==> config.mk <==
export PLATFORM = sky130hd
export DESIGN_NAME = inst_loader
export DESIGN_NICKNAME = d
export VERILOG_FILES = /design/src/rtl/inst_loader.sv
export SDC_FILE = /design/constraint.sdc
export NUM_CORES = 1
export LEC_CHECK = 0
export CAP_MARGIN = 20
export CORE_AREA = 2 2 105 107
export DETAILED_ROUTE_END_ITERATION = 12
export DIE_AREA = 0 0 107 109
export DONT_BUFFER_PORTS = 1
export PLACE_DENSITY = 0.55
export SLEW_MARGIN = 30
export SYNTH_ARGS = -nofsm -noshare
export SYNTH_HDL_FRONTEND = slang
export SYNTH_SLANG_ARGS = --single-unit
export TNS_END_PERCENT = 30
==> constraint.sdc <==
create_clock -name clock_i -period 8.2 [get_ports clock_i]
set_input_delay 1.23 -clock clock_i [delete_from_list [all_inputs] [get_ports clock_i]]
set_output_delay 1.23 -clock clock_i [all_outputs]
set_load 0.01 [all_outputs]
==> src/rtl/inst_loader.sv <==
// Byte-stream instruction loader: assembles UART bytes little-endian into words and
// writes them to instruction memory. Optional checksum stage: INST_LOADER_CHECKSUM_EN.
module inst_loader #(
  parameter int                  NB_DATA    = 32,
  parameter int                  NBYTE      = 8,
  parameter int                  N_ELEMENTS = 128,
  parameter int                  NB_ADDR    = 7,
  parameter logic [NB_DATA-1:0]  HALT_WORD  = 32'hFFFFFFFF
) (
  input  logic               clock_i,
  input  logic               reset_i,
  input  logic               start_i,
  input  logic [NBYTE-1:0]   rx_data_i,
  input  logic               rx_done_i,
  output logic               en_write_o,
  output logic [NB_ADDR-1:0] addr_o,
  output logic [NB_DATA-1:0] data_o,
  output logic               busy_o,
  output logic               load_done_o,
  output logic               overflow_o
`ifdef INST_LOADER_CHECKSUM_EN
  ,
  output logic               checksum_err_o
`endif
);

  localparam int BYTES  = NB_DATA / NBYTE;
  localparam int NB_CNT = (BYTES > 1) ? $clog2(BYTES) : 1;
  localparam logic [NB_CNT-1:0]  LAST_BYTE = NB_CNT'(BYTES - 1);
  localparam logic [NB_ADDR-1:0] LAST_ADDR = NB_ADDR'(N_ELEMENTS - 1);

  typedef enum logic [2:0] {
    IDLE,
    RECV,
    WRITE,
    DONE
`ifdef INST_LOADER_CHECKSUM_EN
    ,
    CHECK
`endif
  } state_t;

  state_t              state, state_next;
  logic [NB_ADDR-1:0]  word_addr, word_addr_next;
  logic [NB_CNT-1:0]   byte_cnt, byte_cnt_next;
  logic [NB_DATA-1:0]  assembly, assembly_next;
  logic [NB_ADDR-1:0]  addr_next;
  logic [NB_DATA-1:0]  data_next;
  logic                en_write_next;
  logic                busy_next;
  logic                load_done_next;
  logic                overflow_next;
  logic                accept;
`ifdef INST_LOADER_CHECKSUM_EN
  logic [NBYTE-1:0]    xor_acc, xor_acc_next;
  logic                checksum_err_next;
`endif

  // NOTE: every variable gets a default at the top of the block so no path can
  // leave it unassigned, which would otherwise infer a latch.
  always_comb begin
    state_next     = state;
    word_addr_next = word_addr;
    byte_cnt_next  = byte_cnt;
    assembly_next  = assembly;
    addr_next      = addr_o;
    data_next      = data_o;
    en_write_next  = 1'b0;
    load_done_next = load_done_o;
    overflow_next  = overflow_o;
    accept         = 1'b0;
`ifdef INST_LOADER_CHECKSUM_EN
    xor_acc_next      = xor_acc;
    checksum_err_next = checksum_err_o;
`endif

    case (state)
      IDLE, DONE: begin
        if (start_i) begin
          state_next     = RECV;
          word_addr_next = '0;
          byte_cnt_next  = '0;
          assembly_next  = '0;
          load_done_next = 1'b0;
          overflow_next  = 1'b0;
`ifdef INST_LOADER_CHECKSUM_EN
          xor_acc_next      = '0;
          checksum_err_next = 1'b0;
`endif
        end
      end
      RECV: accept = rx_done_i;
      WRITE: begin
        if (data_o == HALT_WORD) begin
`ifdef INST_LOADER_CHECKSUM_EN
          // A byte arriving in the HALT write cycle is already the checksum byte.
          if (rx_done_i) begin
            checksum_err_next = (rx_data_i != xor_acc);
            load_done_next    = 1'b1;
            state_next        = DONE;
          end else begin
            state_next = CHECK;
          end
`else
          load_done_next = 1'b1;
          state_next     = DONE;
`endif
        end else if (word_addr == LAST_ADDR) begin
          overflow_next  = 1'b1;
          load_done_next = 1'b1;
          state_next     = DONE;
        end else begin
          word_addr_next = word_addr + 1'b1;
          state_next     = RECV;
          accept         = rx_done_i;
        end
      end
`ifdef INST_LOADER_CHECKSUM_EN
      CHECK: begin
        if (rx_done_i) begin
          checksum_err_next = (rx_data_i != xor_acc);
          load_done_next    = 1'b1;
          state_next        = DONE;
        end
      end
`endif
      default: state_next = IDLE;
    endcase

    if (accept) begin
      assembly_next[byte_cnt*NBYTE +: NBYTE] = rx_data_i;
      byte_cnt_next = byte_cnt + 1'b1;
`ifdef INST_LOADER_CHECKSUM_EN
      xor_acc_next = xor_acc ^ rx_data_i;
`endif
      if (byte_cnt == LAST_BYTE) begin
        data_next     = assembly_next;
        addr_next     = word_addr_next;
        en_write_next = 1'b1;
        state_next    = WRITE;
      end
    end

    busy_next = (state_next == RECV) || (state_next == WRITE);
`ifdef INST_LOADER_CHECKSUM_EN
    busy_next = busy_next || (state_next == CHECK);
`endif
  end

  // NOTE: state registers use non-blocking assignments so every flop samples the
  // pre-edge values, independent of statement order.
  always_ff @(posedge clock_i or posedge reset_i) begin
    if (reset_i) begin
      state       <= IDLE;
      word_addr   <= '0;
      byte_cnt    <= '0;
      assembly    <= '0;
      en_write_o  <= 1'b0;
      addr_o      <= '0;
      data_o      <= '0;
      busy_o      <= 1'b0;
      load_done_o <= 1'b0;
      overflow_o  <= 1'b0;
    end else begin
      state       <= state_next;
      word_addr   <= word_addr_next;
      byte_cnt    <= byte_cnt_next;
      assembly    <= assembly_next;
      en_write_o  <= en_write_next;
      addr_o      <= addr_next;
      data_o      <= data_next;
      busy_o      <= busy_next;
      load_done_o <= load_done_next;
      overflow_o  <= overflow_next;
    end
  end

`ifdef INST_LOADER_CHECKSUM_EN
  always_ff @(posedge clock_i or posedge reset_i) begin
    if (reset_i) begin
      xor_acc        <= '0;
      checksum_err_o <= 1'b0;
    end else begin
      xor_acc        <= xor_acc_next;
      checksum_err_o <= checksum_err_next;
    end
  end
`endif

endmodule

==> run summary, run 1 <==
• sky130_fd_sc_hd__dfrtp_1 — post-synthesis cell type with the largest combined area
• 0 — Hold-fix buffers, CTS
• 2.108% — adder-cell share of the synthesized area
• 0 — port bufs
• 9 — cts bufs inserted
• 20.66 um — Routed wire per std cell
• 88 — largest net degree at the start of global routing
• 100.0% — fraction of synthesis flops using an asynchronous set or reset pin
• no — setup repair after global routing missed its margin
• 327 — nets
• 0.2108% — XOR/XNOR Fraction of Synth Area
• 17.03% — global routing usage summed across all routing layers
• 0.06110 mV — worst-case vdd ir drop
• 3.203 ns — final critical-path required period
• 2 — Longest Clk Path Bufs
• 453 — post-route non-filler standard cell count
• 6101 um — HPWL after detailed placement
• 87 — number of synthesized register bits
• sky130_fd_sc_hd__dfrtp_1 — most used flip-flop cell after synthesis
• 437 — Placed Cells incl. Taps
• 0 — number of enable-type register cells in the synthesized netlist
• 190.9 mW/mm2 — power density cells
• yes — TritonCTS clock tree
• 147 — 1st-iter DRT viols
• 21.41% — share of post-route cells with drive strength above 1
• 2540 — routed via count
• 107 um — x dimension of the die
• 0 — number of pins exceeding their max-slew limit in the final report
• 0 — initial antenna violation count
• 39.05% — post-route clock period utilization
• 41 — Distinct cells, synth
• 34 — crit path max fanout
• 335 — total nets after synthesis
• 6.715% — synth-to-layout area growth
• 0 — number of remaining DRC errors
• 0.01089 ns — Clock Skews
• 87 — clock sink count
• sky130_fd_sc_hd__dfrtp_1, sky130_fd_sc_hd__a22o_1, sky130_fd_sc_hd__mux2_4 — cells taking the most area after synthesis
• 0 ns — Setup TNS Final
• 8.44 ns — Crit path required time
• 52.39% — share of the synthesized area in the top cell type
• flip-flop — crit end category
• 0.7731 — Final Wtd Congestion
• 0.36 ns — Skew-Pair Late Insertion Delay
• 312.3 MHz — f_max
• compound AO/OA/AOI/OAI gates — combinational family with the most area after synthesis
• 9358 um — Detailed Route WL
• 13.79% — multiplexer fraction of the synthesized cell area
• 0 — max-cap viol count
• 316 — Post-Syn Instances
• 5.607 — Via density
• 0 — remaining antenna violation count
• finished clean — outcome
• 0 — Resize count post-CTS
• 8.522% — Synth Area in Simple Gates
• 38 — row count
• 2544 — number of global-route vias before repair
• 0 — buffers inserted by post-CTS timing repair
• 2.027 nW — leakage dissipation
• 4 — total iterations of the first detailed-routing run
• 0.01166 mm2 — DIE AREA
• 43.85% — max-slew headroom at the worst pin
• flip-flop to flip-flop — class of the tightest hold or removal check
• sky130_fd_sc_hd__clkbuf_8 — buffer type at the clock tree root
• 0 — Final Hold Fails
• 13.15 um2 — Post-Synthesis Mean Instance Area
• 3.45 ns — data arrival time of the critical path
• 3 — CTS H-tree depth
• 0.004155 mm2 — Netlist Area Pre-Place
• 39.19% — starting density of the core
• flip-flop — Critical Path Source Type
• 18.94% — complex-gate fraction of the synthesized area
• 0.08 ns — clock transition at the register clock pins on the worst setup and hold paths after CTS
• 52.39% — sequential share of the synthesized area
• 0 — final count of negative-setup-slack endpoints
• 0 — total of warnings raised by yosys
• 0 — total congestion overflow
• 55 — boundary pin count
• flip-flop to flip-flop — critical path start-end classification
• 41.82% — post-route core utilization
• 0.01060 mm2 — core outline area
• 109 um — Chip Height
• 0 — Antenna Diode Count
• 0.8401 ns — worst slew pin tran
• 14920 um — wire length of the first global-routing pass
## sequential cells by signal, summed over array words and instances (netlist names), 2 cells and up
| signal | count |
|---|---|
| assembly | 32 |
| data_o | 32 |
| addr_o | 7 |
| word_addr | 7 |
| state | 3 |
| byte_cnt | 2 |
## cells in the mapped netlist, types with 2 or more instances
cell type / count
sky130_fd_sc_hd__a21oi_1: 3
sky130_fd_sc_hd__a22o_1: 64
sky130_fd_sc_hd__a2bb2oi_1: 2
sky130_fd_sc_hd__a31oi_4: 4
sky130_fd_sc_hd__a32o_1: 2
sky130_fd_sc_hd__and3_1: 7
sky130_fd_sc_hd__buf_1: 12
sky130_fd_sc_hd__buf_2: 5
sky130_fd_sc_hd__buf_6: 5
sky130_fd_sc_hd__dfrtp_1: 87
sky130_fd_sc_hd__ha_1: 7
sky130_fd_sc_hd__inv_1: 7
sky130_fd_sc_hd__mux2_2: 2
sky130_fd_sc_hd__mux2_4: 36
sky130_fd_sc_hd__nand2_1: 13
sky130_fd_sc_hd__nand2b_1: 3
sky130_fd_sc_hd__nand3_1: 6
sky130_fd_sc_hd__nand4_1: 9
sky130_fd_sc_hd__nor2_1: 12
sky130_fd_sc_hd__nor2b_1: 4
sky130_fd_sc_hd__nor3_1: 2
sky130_fd_sc_hd__nor4_2: 2
sky130_fd_sc_hd__nor4bb_1: 2
sky130_fd_sc_hd__o21a_1: 2
sky130_fd_sc_hd__o21ai_0: 2
## power by group
group | total (W) | switching [W] | internal (W)
clock network | 0.000299 | 0.000150 | 0.000149
registers | 0.000456 | 0.0000148 | 0.000441
logic | 0.0000917 | 0.0000546 | 0.0000371
## cells in the final DEF (no fill, tap or decap), drive strengths merged, types with 3 or more instances in the layout
| master | synthesis | layout |
|---|---|---|
| a21oi | 3 | 3 |
| a22o | 64 | 64 |
| a31oi | 5 | 5 |
| and3 | 7 | 7 |
| buf | 23 | 5 |
| clkbuf | 1 | 13 |
| dfrtp | 87 | 87 |
| ha | 7 | 7 |
| inv | 7 | 6 |
| mux2 | 38 | 38 |
| nand2 | 14 | 14 |
| nand2b | 3 | 3 |
| nand3 | 6 | 6 |
| nand4 | 9 | 9 |
| nor2 | 12 | 12 |
| nor2b | 4 | 4 |
## cell families (layout without fill, tap and decap cells)
kind of cell	Yosys count	after routing
flip-flops	87	87
XOR/XNOR	1	1
AND/OR/NAND/NOR	63	63
buffers and inverters	31	28
multiplexers	39	39
AO/OA/AOI/OAI	87	87
other	1	1
adder cells (fa/ha/maj)	7	7
## through the flow
step / area (um2) / setup slack [ns] / total power (W) / hold slack, ns
final: 4434 / 4.997 / 0.0008465 / 0.5117
after floorplan: 4155 / 4.720 / 0.0005374 / 0.4621
after global routing: 4434 / 4.808 / 0.0008841 / 0.5236
after global placement: 4239 / 5.087 / 0.0005555 / 0.4835
after detailed placement: 4243 / 4.999 / 0.0005561 / 0.4918
after CTS: 4434 / 4.965 / 0.0008557 / 0.5097
## area by class of cell
cell class,instances,area (um2)
clock buffer,13,148.9
timing repair buffer,5,41.29
inverter,7,27.53
fill,985,6168
multi-input combinational,198,1822
sequential,87,2177
clock inverter,3,42.54
tap,140,175.2
## worst max-delay path: stages (launching register included)
cell and delay [ns]:
sky130_fd_sc_hd__dfrtp_1 0.43, sky130_fd_sc_hd__ha_1 0.23, sky130_fd_sc_hd__nand2_1 0.08, sky130_fd_sc_hd__nor2_1 0.07
sky130_fd_sc_hd__nand4_1 0.20, sky130_fd_sc_hd__a31o_1 0.58, sky130_fd_sc_hd__nor2b_4 0.47, sky130_fd_sc_hd__buf_4 0.61
sky130_fd_sc_hd__mux2_2 0.40
## path summary, 6_finish.rpt
path                              startpoint           to  slack (ns)  cells past startpoint
worst max-delay path            word_addr[0]    addr_o[5]        5.00                      8
worst min-delay path             assembly[1]  assembly[1]        0.51                      1
worst max register to register  word_addr[0]    addr_o[5]        5.00                      8
worst min register to register   assembly[1]  assembly[1]        0.51                      1
max in group asynchronous            reset_i   data_o[12]        6.71                      2
min in group asynchronous            reset_i    addr_o[4]        0.97                      2
## per-layer routing
| metal | wire, um | vias to the layer above | share of wire [%] | global-route usage (%) |
|---|---|---|---|---|
| met4 | 123 | 0 | 1.3 | 8.071 |
| met1 | 4438 | 1294 | 47 | 23.92 |
| met5 | 0 | - | 0 | 0 |
| met3 | 506 | 9 | 5.4 | 2.929 |
| met2 | 4289 | 63 | 46 | 25.66 |
| li1 | - | 1174 | - | - |
(Power assumes the default switching activity.)
==> run 2, diff against run 1 <==
==> constraint.sdc (replaced) <==
create_clock -name clock_i -period 3.1 [get_ports clock_i]
set_input_delay 0.465 -clock clock_i [delete_from_list [all_inputs] [get_ports clock_i]]
set_output_delay 0.465 -clock clock_i [all_outputs]
set_load 0.01 [all_outputs]
==> run 2 against run 1 <==
Effect of this change: combinational power rose to 2.7 times the previous value; cell count rose by 0.44%; total power grew to 2.6 times the previous value; sequential share of layout area shrank 0.49 points.
==> run summary, run 2 (same netlist as run 1, synthesis figures left out) <==
• 0.01171 ns — Clock Skews, +0.0008254 ns
• 0 — max-cap viol count, unchanged
• 22.86% — share of post-route cells with drive strength above 1, +1.5 points
• flip-flop to flip-flop — critical path start-end classification
• 87 — clock sink count, unchanged
• 46 — largest net degree at the start of global routing, -48%
• 2.053 nW — leakage dissipation, +1.3%
• 0.01166 mm2 — DIE AREA, unchanged
• 2.83 ns — data arrival time of the critical path, -0.62 ns
• 0 — remaining antenna violation count, unchanged
• 2 — Longest Clk Path Bufs, unchanged
• 0.36 ns — Skew-Pair Late Insertion Delay, about the same
• 38 — row count, unchanged
• 0.8224 — Final Wtd Congestion, +6.4%
• 0 — number of pins exceeding their max-slew limit in the final report, unchanged
• 0.5382 ns — pre-CTS setup slack, -4.460 ns
• 109 um — Chip Height, unchanged
• 14970 um — wire length of the first global-routing pass, +0.38%
• 0 — final count of negative-setup-slack endpoints, unchanged
• 0.52 ns — reg2reg setup slack, -4.48 ns
• word_addr[0] — worst reg2reg path startpoint
• 987 — count of fill cells added during filler insertion, +0.20%
• 0 — total congestion overflow, unchanged
• 497.9 mW/mm2 — power density cells, +160%
• 0 — buffers inserted by post-CTS timing repair, unchanged
• 0.01060 mm2 — core outline area, unchanged
• 6115 um — HPWL after detailed placement, +0.22%
• no — setup repair after global routing missed its margin
• 19.74 um — Routed wire per std cell, -4.5%
• 39.19% — starting density of the core, unchanged
• 455 — post-route non-filler standard cell count, +0.44%
• 0 — Final Hold Fails, unchanged
• 0 — Resize count post-CTS, unchanged
• 42.25% — post-route core utilization, +0.42 points
• 2588 — routed via count, +1.9%
• 55 — boundary pin count, unchanged
• 387.0 MHz — f_max, +24%
• 331 — nets, +1.2%
• 0.004479 mm2 — post-layout instance area, +1.0%
• 0.7604 ns — worst slew pin tran, -0.07972 ns
• 107 um — x dimension of the die, unchanged
• 16.91% — global routing usage summed across all routing layers, -0.11 points
• sky130_fd_sc_hd__dfrtp_1, sky130_fd_sc_hd__a22o_1, sky130_fd_sc_hd__mux2_4 — commonest cells after routing, fill and taps aside
• 0.002177 mm2 — Sequential cell area, unchanged
• 0 — number of remaining DRC errors, unchanged
• 7.799% — synth-to-layout area growth
• 0.09 ns — clock transition at the register clock pins on the worst setup and hold paths after CTS, about the same
• 83.34% — post-route clock period utilization, +44 points
• 0 — port bufs, unchanged
• 0.001822 mm2 — area occupied by multi-input gates, unchanged
• flip-flop — crit end category
• input port to asynchronous set/reset pin — class of the tightest hold or removal check
• addr_o[4] — worst flop-to-flop path endpoint
• 4 — total iterations of the first detailed-routing run, unchanged
• yes — TritonCTS clock tree
• 49.25% — max-slew headroom at the worst pin, +5.4 points
• 20 — crit path max fanout, -41%
• 213 — 1st-iter DRT viols, +45%
• 441 — Placed Cells incl. Taps, +0.92%
• flip-flop — Critical Path Source Type
• 3 — CTS H-tree depth, unchanged
• 8 — depth of the worst register-to-register path, unchanged
• assembly: 32 flops, data_o: 32 flops — largest registers ranked by flip-flop count
• 0 — Hold-fix buffers, CTS, unchanged
• 8980 um — Detailed Route WL, -4.0%
• 5.688 — Via density, +1.4%
• 9 — cts bufs inserted, unchanged
• 2.584 ns — final critical-path required period, -0.6188 ns
• 0 — initial antenna violation count, unchanged
• 0.5163 ns — PnR worst setup slack, -4.481 ns
• sky130_fd_sc_hd__clkbuf_8 — buffer type at the clock tree root
• 3.34 ns — Crit path required time, -5.10 ns
• 0 — Antenna Diode Count, unchanged
• 2638 — number of global-route vias before repair, +3.7%
• sky130_fd_sc_hd__dfrtp_1 — most common cell after layout, fill and taps aside
• 0 ns — Setup TNS Final, unchanged
• finished clean — outcome
• 0.004294 mm2 — DP Area, +1.2%
• 0.2229 mV — worst-case vdd ir drop, +260%
run 2: worst max-delay path by stage:
| stage | start | to | slack [ns] |
|---|---|---|---|
| final | word_addr[0] | addr_o[4] | 0.52 |
| after global routing | word_addr[0] | addr_o[4] | 0.38 |
| after CTS | word_addr[0] | data_o[8] | 0.52 |
| after detailed placement | word_addr[0] | addr_o[5] | 0.54 |
| after global placement | word_addr[0] | addr_o[4] | 0.60 |
| after floorplan | reset_i | addr_o[0] | 0.38 |
run 2: per-layer routing:
metal / wire [um] / part of all wire, % / track usage, % / vias up
li1: - / - / - / 1182
met3: 404 / 4.5 / 3.467 / 12
met1: 4234 / 47 / 23.49 / 1327
met2: 4167 / 46 / 25.34 / 67
met4: 173 / 1.9 / 8.071 / 0
met5: 0 / 0 / 0 / -
run 2: through the flow:
stage               power, W  hold slack (ns)
floorplan           0.001422           0.4621
detailed placement  0.001475           0.4911
finish              0.002230          0.09199
CTS                 0.002255           0.1112
global route        0.002339           0.1617
global placement    0.001472           0.4889
run 2: area by class of cell:
cell class / instances / area share (%)
Clock buffer: 10 / 3.073
Timing Repair Buffer: 9 / 2.067
Sequential cell: 87 / 48.60
Multi-Input combinational cell: 198 / 40.67
Tap cell: 140 / 3.911
Clock inverter: 4 / 1.061
Inverter: 7 / 0.6145
run 2: power by group:
| group | switching [W] | internal [W] |
|---|---|---|
| clock | 0.000396 | 0.000383 |
| combinational | 0.000147 | 0.0000992 |
| sequential | 0.0000385 | 0.00117 |
run 2: critical path, cell delays in order, from the launching register on:
cell                      delay (ns)
sky130_fd_sc_hd__dfrtp_1        0.43
sky130_fd_sc_hd__ha_1           0.23
sky130_fd_sc_hd__nand2_1        0.09
sky130_fd_sc_hd__nor2_1         0.08
sky130_fd_sc_hd__nand4_1        0.19
sky130_fd_sc_hd__a31o_1         0.57
sky130_fd_sc_hd__nor2b_4        0.32
sky130_fd_sc_hd__buf_12         0.20
sky130_fd_sc_hd__mux2_2         0.35
